`config.mk`:
```
export PLATFORM = sky130hd
export DESIGN_NAME = divu_iter
export DESIGN_NICKNAME = d
export VERILOG_FILES = /design/src/rtl/mips_md_pkg.sv /design/src/rtl/div_step.sv /design/src/rtl/divu_iter.sv
export SDC_FILE = /design/constraint.sdc
export NUM_CORES = 1
export LEC_CHECK = 0
export BUFFER_PORTS_ARGS = -buffer_cell sky130_fd_sc_hd__buf_2
export CORE_UTILIZATION = 35
export DETAILED_ROUTE_END_ITERATION = 10
export SETUP_SLACK_MARGIN = 0.05
export SLEW_MARGIN = 15
export SYNTH_ARGS = -nofsm -noshare
export SYNTH_HDL_FRONTEND = slang
export SYNTH_SLANG_ARGS = --single-unit
```
`constraint.sdc`:
```
create_clock -name clk -period 5.9 [get_ports clk]
set_input_delay 0.885 -clock clk [delete_from_list [all_inputs] [get_ports clk]]
set_output_delay 0.885 -clock clk [all_outputs]
set_load 0.02 [all_outputs]
```
`src/rtl/mips_md_pkg.sv`:
```
// Shared definitions for the MIPS HI/LO multiply-divide unit: FSM states, widths,
// the fixed divide latency and the {HI, LO} field positions.
package mips_md_pkg;

    localparam int MD_WIDTH    = 32;
    localparam int DIV_LATENCY = 34;

    localparam int HI_MSB = 63;
    localparam int HI_LSB = 32;
    localparam int LO_MSB = 31;
    localparam int LO_LSB = 0;

    typedef enum logic [1:0] {
        IDLE = 2'd0,
        RUN  = 2'd1,
        FIX  = 2'd2,
        DONE = 2'd3
    } md_state_e;

endpackage

```
`src/rtl/div_step.sv`:
```
// One restoring radix-2 division step: shift in a dividend bit and subtract the
// divisor if the shifted partial remainder is large enough.
module div_step #(
    parameter int WIDTH = 32
) (
    input  logic [WIDTH-1:0] rem,
    input  logic             bit_in,
    input  logic [WIDTH-1:0] dvs,
    output logic [WIDTH-1:0] rem_nxt,
    output logic             qbit
);

    logic [WIDTH:0] trial;

    assign trial = {rem, bit_in};
    assign qbit  = (trial >= {1'b0, dvs});
    // The restored remainder is always below dvs, so a WIDTH-bit modular subtract suffices.
    assign rem_nxt = qbit ? (trial[WIDTH-1:0] - dvs) : trial[WIDTH-1:0];

endmodule

```
`src/rtl/divu_iter.sv`:
```
// Iterative restoring divider for DIV/DIVU: 32 RUN steps, one FIX cycle for sign
// correction, then a one-cycle DONE pulse with {remainder, quotient} on y.
module divu_iter
    import mips_md_pkg::*;
#(
    parameter int WIDTH = MD_WIDTH
) (
    input  logic               clk,
    input  logic               rst,
    input  logic               start,
    input  logic               sign,
    input  logic [WIDTH-1:0]   a,
    input  logic [WIDTH-1:0]   b,
    input  logic               flush,
    output logic               busy,
    output logic               done,
    output logic               dz,
    output logic [2*WIDTH-1:0] y
);

    localparam int CW = $clog2(WIDTH);

    md_state_e state, state_nxt;

    logic [CW-1:0]           cnt;
    logic [WIDTH-1:0]        a_raw, dvd, dvs, rem, rem_nxt;
    logic [WIDTH-1:0]        a_mag, b_mag, q_fix, r_fix;
    logic signed [WIDTH-1:0] a_s, b_s;
    logic                    neg_q, neg_r, qbit, accept, last_step;

    function automatic logic [WIDTH-1:0] neg_if(input logic n, input logic [WIDTH-1:0] v);
        return n ? (~v + 1'b1) : v;
    endfunction

    assign a_s   = a;
    assign b_s   = b;
    assign a_mag = neg_if(sign && a_s[WIDTH-1], a);
    assign b_mag = neg_if(sign && b_s[WIDTH-1], b);

    assign accept    = start && !flush && (state == IDLE || state == DONE);
    assign last_step = (cnt == CW'(WIDTH - 1));

    div_step #(.WIDTH(WIDTH)) u_step (
        .rem    (rem),
        .bit_in (dvd[WIDTH-1]),
        .dvs    (dvs),
        .rem_nxt(rem_nxt),
        .qbit   (qbit)
    );

    always_ff @(posedge clk) begin
        if (rst) state <= IDLE;
        else     state <= state_nxt;
    end

    always_comb begin
        state_nxt = state;
        case (state)
            IDLE: if (accept) state_nxt = RUN;
            RUN: begin
                if (flush)          state_nxt = IDLE;
                else if (last_step) state_nxt = FIX;
            end
            FIX:  state_nxt = flush ? IDLE : DONE;
            DONE: state_nxt = accept ? RUN : IDLE;
            default: state_nxt = IDLE;
        endcase
    end

    // Operand latch and iteration; dvd doubles as the quotient shift register.
    always_ff @(posedge clk) begin
        if (accept) begin
            a_raw <= a;
            dvd   <= a_mag;
            dvs   <= b_mag;
            rem   <= '0;
            cnt   <= '0;
            neg_q <= sign && (a_s[WIDTH-1] ^ b_s[WIDTH-1]);
            neg_r <= sign && a_s[WIDTH-1];
        end else if (state == RUN) begin
            rem <= rem_nxt;
            dvd <= {dvd[WIDTH-2:0], qbit};
            cnt <= cnt + 1'b1;
        end
    end

    assign q_fix = neg_if(neg_q, dvd);
    assign r_fix = neg_if(neg_r, rem);

    always_ff @(posedge clk) begin
        if (rst) begin
            y  <= '0;
            dz <= 1'b0;
        end else if (state == FIX && !flush) begin
            if (dvs == '0) begin
                y[HI_MSB:HI_LSB] <= a_raw;
                y[LO_MSB:LO_LSB] <= '1;
                dz               <= 1'b1;
            end else begin
                y[HI_MSB:HI_LSB] <= r_fix;
                y[LO_MSB:LO_LSB] <= q_fix;
                dz               <= 1'b0;
            end
        end
    end

    assign busy = (state == RUN) || (state == FIX);
    assign done = (state == DONE);

endmodule

```
# --- After elaboration in Yosys (flattened, before gate mapping) ---
# Index checks and enable logic that the tools add are counted.
op_classes:
  addsub: 6
  n_reduce_logical: 13
  n_bitwise: 5
  multipliers: 0
  n_eq_ne: 6
  shifts: 0
  order_cmp: 1
  n_div: 0
  muxes: 15
op_table:
  columns: ["op", "n"]
  rows:
  - ["$mux W32", 7]
  - ["$add A32 B1 Y32 const B", 4]
  - ["$not A32 Y32", 4]
  - ["$mux W64", 1]
  - ["$ge A33 B32 Y1", 1]
  - ["$logic_not A32 Y1", 1]
  - ["$sub A32 B32 Y32", 1]
  - ["$mux W2", 4]
  - ["$pmux W2 S4", 1]
  - ["$logic_and A1 B1 Y1", 6]
  - ["$add A5 B1 Y5 const B", 1]
  - ["$eq A5 B5 Y1 const B", 1]
  - ["$eq A2 B2 Y1 const B", 2]
  - ["$ne A3 B3 Y1 const B", 1]
  - ["$eq A2 B1 Y1 const B", 1]
  - ["$logic_not A2 Y1", 1]
  - ["$logic_or A1 B1 Y1", 2]
  - ["$mux W1", 2]
  - ["$ne A2 B2 Y1 const B", 1]
  - ["$reduce_and A2 Y1", 1]
  - ["$reduce_bool A2 Y1", 1]
  - ["$logic_not A1 Y1", 1]
  - ["$xor A1 B1 Y1", 1]
totals:
  rom_bits: 0
  out_inout_bits: 67
  mem_count: 0
  input_bits: 69
  ram_bits: 0
  latch_bits: 0
  regBits: 202

# --- Longest topological paths before layout ---
# Gate-level depths: netlist (run 1).
depth:
  depth_word: 5
  depth_mapped: 14
  ltp_nobuf: 13

# --- By module ---
# A second synthesis (run 1) with hierarchy kept.
unflattened:
  hier_cells: 1321
  area_unflattened_um2: 12441.9
by_module_without_submodules:
  columns: ["module", "instances", "seq_area_each_um2", "cells_each", "area_each_um2"]
  rows:
  - ["divu_iter", 1, 5024.8, 991, 10050.9]
  - ["div_step", 1, 0.0, 330, 2391.0]

# --- Worst setup path after synthesis (run 1) ---
# OpenSTA, ideal clock, no wires.
synth_path:
  path_kind: "input port to flip-flop"
  startpoint: "in flush"
  endpoint: "reg dvd[1], data pin"
  slack_ns: 1.701
  path_buffers: 2
  setup_ns: 0.376
  arrival_time_ns: 3.823
  required_time_ns: 5.524
  path_stages: 5
  path_cell_list: "or3b_2 clkbuf_1 clkinv_1 buf_1 a31oi_1"
synth_between:
  elab_chain_len: 4
synth_lines:
  columns: ["element", "line_no", "rtl"]
  rows:
  - ["start: declaration", "divu_iter.sv:14", "input logic flush,"]
  - ["$logic_not A1 Y1", "divu_iter.sv:40", "assign accept = start && !flush && (state == IDLE || state == DONE);"]
  - ["$logic_and A1 B1 Y1 (2 in series)", "divu_iter.sv:40", null]
  - ["net accept", "divu_iter.sv:29", "logic neg_q, neg_r, qbit, accept, last_step;"]
  - ["$mux W32", "divu_iter.sv:72", "if (accept) begin"]
  - ["end signal: assignment", "divu_iter.sv:74", "dvd <= a_mag;"]
  - ["end signal: assignment", "divu_iter.sv:82", "dvd <= {dvd[WIDTH-2:0], qbit};"]
  - ["end: declaration", "divu_iter.sv:26", "logic [WIDTH-1:0] a_raw, dvd, dvs, rem, rem_nxt;"]
# The timed path passes the listed nets, and every way through them passes these cells.
# A chain may end at the register's enable or synchronous reset.

# --- Worst setup path after layout (run 1) ---
layout_path:
  startpoint: "reg dvd[0]"
  endpoint: "reg y[31]"
layout_between:
  elab_chain_len: 4
layout_lines:
  columns: ["element", "line_no", "rtl"]
  rows:
  - ["$not A32 Y32", "divu_iter.sv:32", "return n ? (~v + 1'b1) : v;"]
  - ["$add A32 B1 Y32", "divu_iter.sv:32", null]
  - ["$mux W32", "divu_iter.sv:32", null]
  - ["$mux W64", "divu_iter.sv:95", "if (dvs == '0) begin"]
  - ["end signal: indexed assignment", "divu_iter.sv:96", "y[HI_MSB:HI_LSB] <= a_raw;"]
  - ["end signal: indexed assignment", "divu_iter.sv:100", "y[HI_MSB:HI_LSB] <= r_fix;"]
  - ["end signal: indexed assignment", "divu_iter.sv:101", "y[LO_MSB:LO_LSB] <= q_fix;"]
  - ["end: declaration", "divu_iter.sv:18", "output logic [2*WIDTH-1:0] y"]
# No other way between the ends.

==> results of run 1 <==
## power groups by stage
stage          clock network (W)  registers (W)  logic [W]
2_1_floorplan                  0        0.00197    0.00169
3_3_place_gp                   0        0.00211    0.00212
3_5_place_dp                   0        0.00211    0.00213
4_1_cts                  0.00157        0.00209    0.00215
5_1_grt                  0.00162        0.00212    0.00240
6_report                 0.00154        0.00210    0.00215
## state kept, by name, summed over array words and instances, names as in the netlist
register and cells:
y 64, dvs 32, dvd 32, neg_r 1, rem 32, neg_q 1
a_raw 32, state 2, dz 1, cnt 5
## routing by layer
layer | part of all wire, % | global-route usage [%]
met1 | 45 | 23.4
met2 | 49 | 32.3
met4 | 2.3 | 4.95
met5 | 0 | 0
met3 | 4.2 | 2.44
## final cells by class
class	instances	area share, %
multi-input cells	1012	46.6
flip-flops and latches	202	36.3
repair buffers	147	5.52
clock buffers	29	4.76
well taps	448	4.04
inverters	58	1.58
clock inverters	15	1.23
## how the worst min path moves through the flow
stage | startpoint | to | slack [ns] | depth (start not counted)
6_report | y[36] | y[36] | 0.45 | 2
5_1_grt | y[38] | y[38] | 0.47 | 2
4_1_cts | y[38] | y[38] | 0.46 | 2
3_5_place_dp | y[38] | y[38] | 0.45 | 2
3_3_place_gp | y[38] | y[38] | 0.44 | 2
2_1_floorplan | cnt[4] | cnt[4] | 0.47 | 2
## stage by stage
stage               power (W)  cell area (sq um)
detailed placement    0.00425              13000
CTS                   0.00580              13900
finish                0.00578              13900
global placement      0.00424              13000
global route          0.00614              13900
floorplan             0.00367              12000
## cells in the final DEF, fill, tap and decap left out, types with 4 or more instances in the layout
| cell | instances |
|---|---|
| o211ai_1 | 10 |
| inv_1 | 56 |
| nand4_1 | 9 |
| edfxtp_1 | 98 |
| and3_1 | 12 |
| o22ai_1 | 26 |
| nand2_1 | 123 |
| nor2b_1 | 7 |
| buf_2 | 135 |
| o31ai_1 | 24 |
| and2_1 | 9 |
| o21ai_1 | 5 |
| o21ai_0 | 80 |
| nor2_1 | 155 |
| nor4_1 | 22 |
| buf_4 | 12 |
| a21o_1 | 27 |
| mux2i_1 | 26 |
| a21oi_1 | 90 |
| a211oi_1 | 44 |
| or4_1 | 11 |
| nand3_1 | 12 |
| xor2_1 | 65 |
| a311oi_1 | 5 |
| a31oi_1 | 15 |
| or3_1 | 10 |
| o41ai_1 | 13 |
| o21a_1 | 6 |
| nand2b_1 | 18 |
| clkbuf_16 | 24 |
| clkinv_2 | 6 |
| dfxtp_1 | 104 |
| nor3_1 | 15 |
| xnor2_1 | 84 |
| ha_1 | 43 |
| clkbuf_8 | 4 |
## cell families (layout without fill, tap and decap cells)
| logic type | after synthesis | count (layout) |
|---|---|---|
| buffers and inverters | 128 | 249 |
| XOR/XNOR | 149 | 149 |
| flip-flops | 202 | 202 |
| multiplexers | 26 | 26 |
| adder cells (fa/ha/maj) | 44 | 44 |
| AND/OR/NAND/NOR | 422 | 422 |
| AO/OA/AOI/OAI | 371 | 371 |
## worst reg2reg max path, cell delays in order (launching register included)
cell	delay [ns]
edfxtp_1	0.53
or4_1	0.61
nand2b_1	0.22
nor3_1	0.35
nand2_1	0.20
o31ai_1	0.50
nand2_1	0.28
xnor2_1	0.52
o22ai_1	0.16
nor2_1	0.12
==> results.toml, run 1 <==
[global_route]
grt_usage_pct = 18.3
antenna_found_initial = 0
grt_pass1_vias = 9779
grt_pass1_wl_microns = 52000
grt_overflow = 0
grt_max_degree = 74

[final_layout]
n_antenna_cell = 0
final_cells = 1911
nNetsFinal = 1558
syn2layout_area_growth_pct = 15.7
multi_input_area_sq_mm = 0.00646
drive_gt1_share_pct = 14.0
seq_area_sq_mm = 0.00502
fin_util_pct = 41.2
nFillCells = 3300

[timing]
slew_headroom_pct = 32.5
finalSetupViolCount = 0
fmax_mhz = 283
skew_ns = 0.0244
finalSetupTns_ns = 0
worst_pin_slew_ns = 1.01
holdWs_ns = 0.450
worst_slack_ns = 2.36
timing.final.max_slew_violations = 0
min_period_ns = 3.54
fin_crit_sh_pct = 60.0
rsz0062_at_grt = "no"
final_hold_viol_count = 0

[worst_setup_path]
required_ns = 6.37
path_depth = 9
worstSetupPathType = "reg2reg"
crit_fanout = 4
slowest_stage = "or4_1"
startpoint = "dvd[0]"
worstPathCellList = "or4_1, nand2b_1, nor3_1, nand2_1, o31ai_1, nand2_1, xnor2_1, o22ai_1, nor2_1"
path_delay_family = "simple AND/OR/NAND/NOR gates"
reg2reg_depth = 9
start_kind = "register"
crit_top_cell = "nand2_1"
r2r_slack_ns = 2.36
r2r-start = "dvd[0]"
critPathBufInv = 0
crit_arrival_ns = 4.01
reg2reg_to = "y[31]"
critPathMaxStageDelay_ns = 0.60
endpoint_kind = "register"
cp-endpoint = "y[31]"

[clock_network]
cts_resized = 0
clk_latency_ns = 0.54
htree_num_levels = 1
clock_path_buffers = 3
cts_inserted_buffers = 24
clock_sink_count = 202
clk_pin_slew_ns = 0.06
cts_setup_buffers = 0
cts_tree = "yes"
cts-root-buf = "clkbuf_16"
cts_hold_buf = 0

[synthesis]
synth-edff-count = 98
ys_types = 65
synth-main-ff-cell = "dfxtp_1"
synth_async_sr_flop_share_pct = 0
synthMuxAreaShare_pct = 2.17
synth_top_family_by_area = "compound AO/OA/AOI/OAI gates"
syn_inst = 1342
ys_seq_area_share_pct = 41.9
synthAdderAreaFrac_pct = 4.66
syn_avg_cell_area_sq_um = 8.93
synth_top_area_share_pct = 24.6
yosys-top-cells-count = "nor2_1 (155), nand2_1 (123), dfxtp_1 (104)"
synth_compound_area_share_pct = 19.8
yosys_register_bits = 202
synth_area_sq_mm = 0.0120
synth_warnings = 0
yosysTopAreaCell = "edfxtp_1"
yosysMostFrequentCell = "nor2_1"
synthTopCellsByArea = "edfxtp_1 (25%), dfxtp_1 (17%), xnor2_1 (6.1%), nor2_1 (4.9%), xor2_1 (4.8%)"
synth-xor-area-share_pct = 10.9
synth_simple_gate_area_share_pct = 16.4
postSynthNetCount = 1455

[placement]
gp_congestion = 0.903
dp_hpwl_microns = 24100
dp.cells = 1867
port_buffers = 135
place_ws_ns = 2.25

[route]
drc_errors = 0
num_vias = 10100
wire_per_inst_microns = 17.0
drt-initial-drc-count = 654
wirelength_microns = 32500
drtAntennaViolNets = 0
avgViaCountPerCell = 5.31
drt_first_pass_iters = 5

[pwr]
clock_power_share_pct = 26.6
power_leakage_nw = 5.70
p_switching_w = 0.00222
p_comb_share_pct = 37.1
seq_power_share_pct = 36.3
p_int_w = 0.00356
swShare_pct = 38.3
vdd_ir_drop_max_mv = 0.209
power.density_mw_per_mm2 = 417

[floorplanning]
placementRows = 67
die_area_sq_mm = 0.0350
start_util_pct = 35.6
die_h_microns = 187
pin_count = 136
core_sq_mm = 0.0336
chipWidth_microns = 187

[run]
max-cap-violations = 0

[hold_path]
hold_path_class = "reg2reg"

[outcome]
outcome = "complete, no violations"
Note: power is estimated with default switching activity, not from simulation.
==> inputs of run 2 (changes only) <==
==> constraint.sdc (replaced) <==
create_clock -name clk -period 3.2 [get_ports clk]
set_input_delay 0.48 -clock clk [delete_from_list [all_inputs] [get_ports clk]]
set_output_delay 0.48 -clock clk [all_outputs]
set_load 0.02 [all_outputs]
==> results.toml, run 2 (same netlist as run 1, synthesis figures left out) <==
[placement]
dp_hpwl_microns = 25100
place_area_sq_mm = 0.0134
gp_congestion = 0.926
port_buffers = 135

[pwr]
p_int_w = 0.00687
seq_power_share_pct = 33.4
power_leakage_nw = 5.96
p_comb_share_pct = 40.9
clock_power_share_pct = 25.7
vdd_ir_drop_max_mv = 0.503
power.density_mw_per_mm2 = 775
p_switching_w = 0.00424
swShare_pct = 38.2

[final_layout]
n_antenna_cell = 0
mostFrequentLayoutCells = "nor2_1 (155), buf_2 (135), nand2_1 (123), dfxtp_1 (102), edfxtp_1 (98)"
regMostFlops = "y"
multi_input_area_sq_mm = 0.00649
drive_gt1_share_pct = 17.5
largest_reg_flops = 64
nNetsFinal = 1612
final_area_sq_mm = 0.0143
final_common_cell = "nor2_1"
seq_area_sq_mm = 0.00503
syn2layout_area_growth_pct = 19.5
nFillCells = 3332

[clock_network]
cts_tree = "yes"
clk_pin_slew_ns = 0.06
cts_inserted_buffers = 25
clock_sink_count = 202
clock_path_buffers = 3
clk_latency_ns = 0.54
cts-root-buf = "clkbuf_16"
htree_num_levels = 1

[floorplanning]
pin_count = 136
core_sq_mm = 0.0336
die_h_microns = 187
placementRows = 67
chipWidth_microns = 187
die_area_sq_mm = 0.0350
start_util_pct = 35.6

[global_route]
antenna_found_initial = 1
grt_pass1_vias = 9988
grt_max_degree = 73
grt_overflow = 0
grt_pass1_wl_microns = 53600
grt_usage_pct = 18.9

[worst_setup_path]
crit_fanout = 30
startpoint = "dvs[22]"
start_kind = "register"
endpoint_kind = "register"
worstPathCellList = "inv_1, ha_1, and2_1, nand3_1, nor2_1, nand4_1, o41ai_1, a21o_1, or2_1, buf_12, mux2i_1, a211oi_2"
r2r-start = "dvs[22]"
critPathMaxStageDelay_ns = 0.47
required_ns = 3.60
slowest_stage = "o41ai_1"
worstSetupPathType = "reg2reg"
crit_arrival_ns = 3.39

[timing]
final_hold_viol_count = 0
finalSetupViolCount = 0
slew_headroom_pct = 39.5
fin_crit_sh_pct = 93.6
skew_ns = 0.0200
timing.final.max_slew_violations = 0
worst_pin_slew_ns = 0.908
min_period_ns = 3.00
rsz0062_at_grt = "no"
fmax_mhz = 334
finalSetupTns_ns = 0

[route]
num_vias = 10400
wire_per_inst_microns = 17.1
avgViaCountPerCell = 5.31
drt-initial-drc-count = 635
drc_errors = 0
drtAntennaViolNets = 0
drt_first_pass_iters = 5
wirelength_microns = 33600

[hold_path]
min-delay-start = "a[17]"
hold_path_class = "in2reg"

[outcome]
outcome = "complete, no violations"

[run]
max-cap-violations = 0
## run 2: cell types whose count changed in the layout (fill, tap and decap cells not counted), sizes merged
cell	previous run	this run
clkinvlp	1	3
buf	147	200
clkbuf	29	32
inv	57	58
clkinv	12	8
## run 2: timing repair
| item | 4_1_cts | 5_1_grt |
|---|---|---|
| hold buffers | 0 | 0 |
| buffers inserted | 0 | 3 |
| endpoints found under the setup margin | 0 | 35 |
| gates resized for setup | 0 | 11 |
## run 2: layout make-up
cell class	instances	area share (%)
Multi-Input combinational cell	1012	45.3
Sequential cell	202	35.1
Timing Repair Buffer	200	8.39
Clock buffer	32	4.55
Tap cell	448	3.91
Inverter	58	1.53
Clock inverter	14	1.17
## run 2: path summary, 6_finish.rpt
path          endpoint  slack, ns  cells past startpoint
min reg2reg      y[40]       0.46                      2
max             rem[6]       0.20                     12
max reg2reg     rem[6]       0.20                     12
min          a_raw[17]       0.17                      1
## run 2: critical path: cells and delay by family (launching register included)
kind | cells | cell delay, ns
buffers and inverters | 2 | 0.27
adders and majority gates | 1 | 0.36
and+or+nand+nor | 5 | 0.84
DFF | 1 | 0.35
muxes | 1 | 0.24
AOI/OAI and AO/OA | 3 | 0.80
## run 2: power groups by stage
stage          sequential (W)  clock (W)  combinational [W]
6_report              0.00370    0.00286            0.00454
3_5_place_dp          0.00375          0            0.00442
5_1_grt               0.00375    0.00300            0.00504
2_1_floorplan         0.00363          0            0.00313
3_3_place_gp          0.00375          0            0.00438
4_1_cts               0.00370    0.00292            0.00446
## run 2: metal layers
metal | share of wire, % | global-route usage (%) | vias up
li1 | - | - | 5159
met1 | 44 | 24.3 | 4971
met2 | 49 | 33.2 | 264
met3 | 4.5 | 2.27 | 47
met4 | 2.2 | 5.20 | 2
met5 | 0.039 | 0 | -
## run 2: metrics by stage
step	cells	hold slack [ns]	power (W)	util [%]	worst slack [ns]
6_report	1966	0.166	0.0111	42.6	0.205
5_1_grt	1966	0.143	0.0118	42.6	0.0523
4_1_cts	1963	0.139	0.0111	42.4	0.0913
3_5_place_dp	1917	0.447	0.00817	40.0	0.112
3_3_place_gp	1917	0.443	0.00813	40.0	0.156
2_1_floorplan	1342	0.467	0.00676	-	0.0901
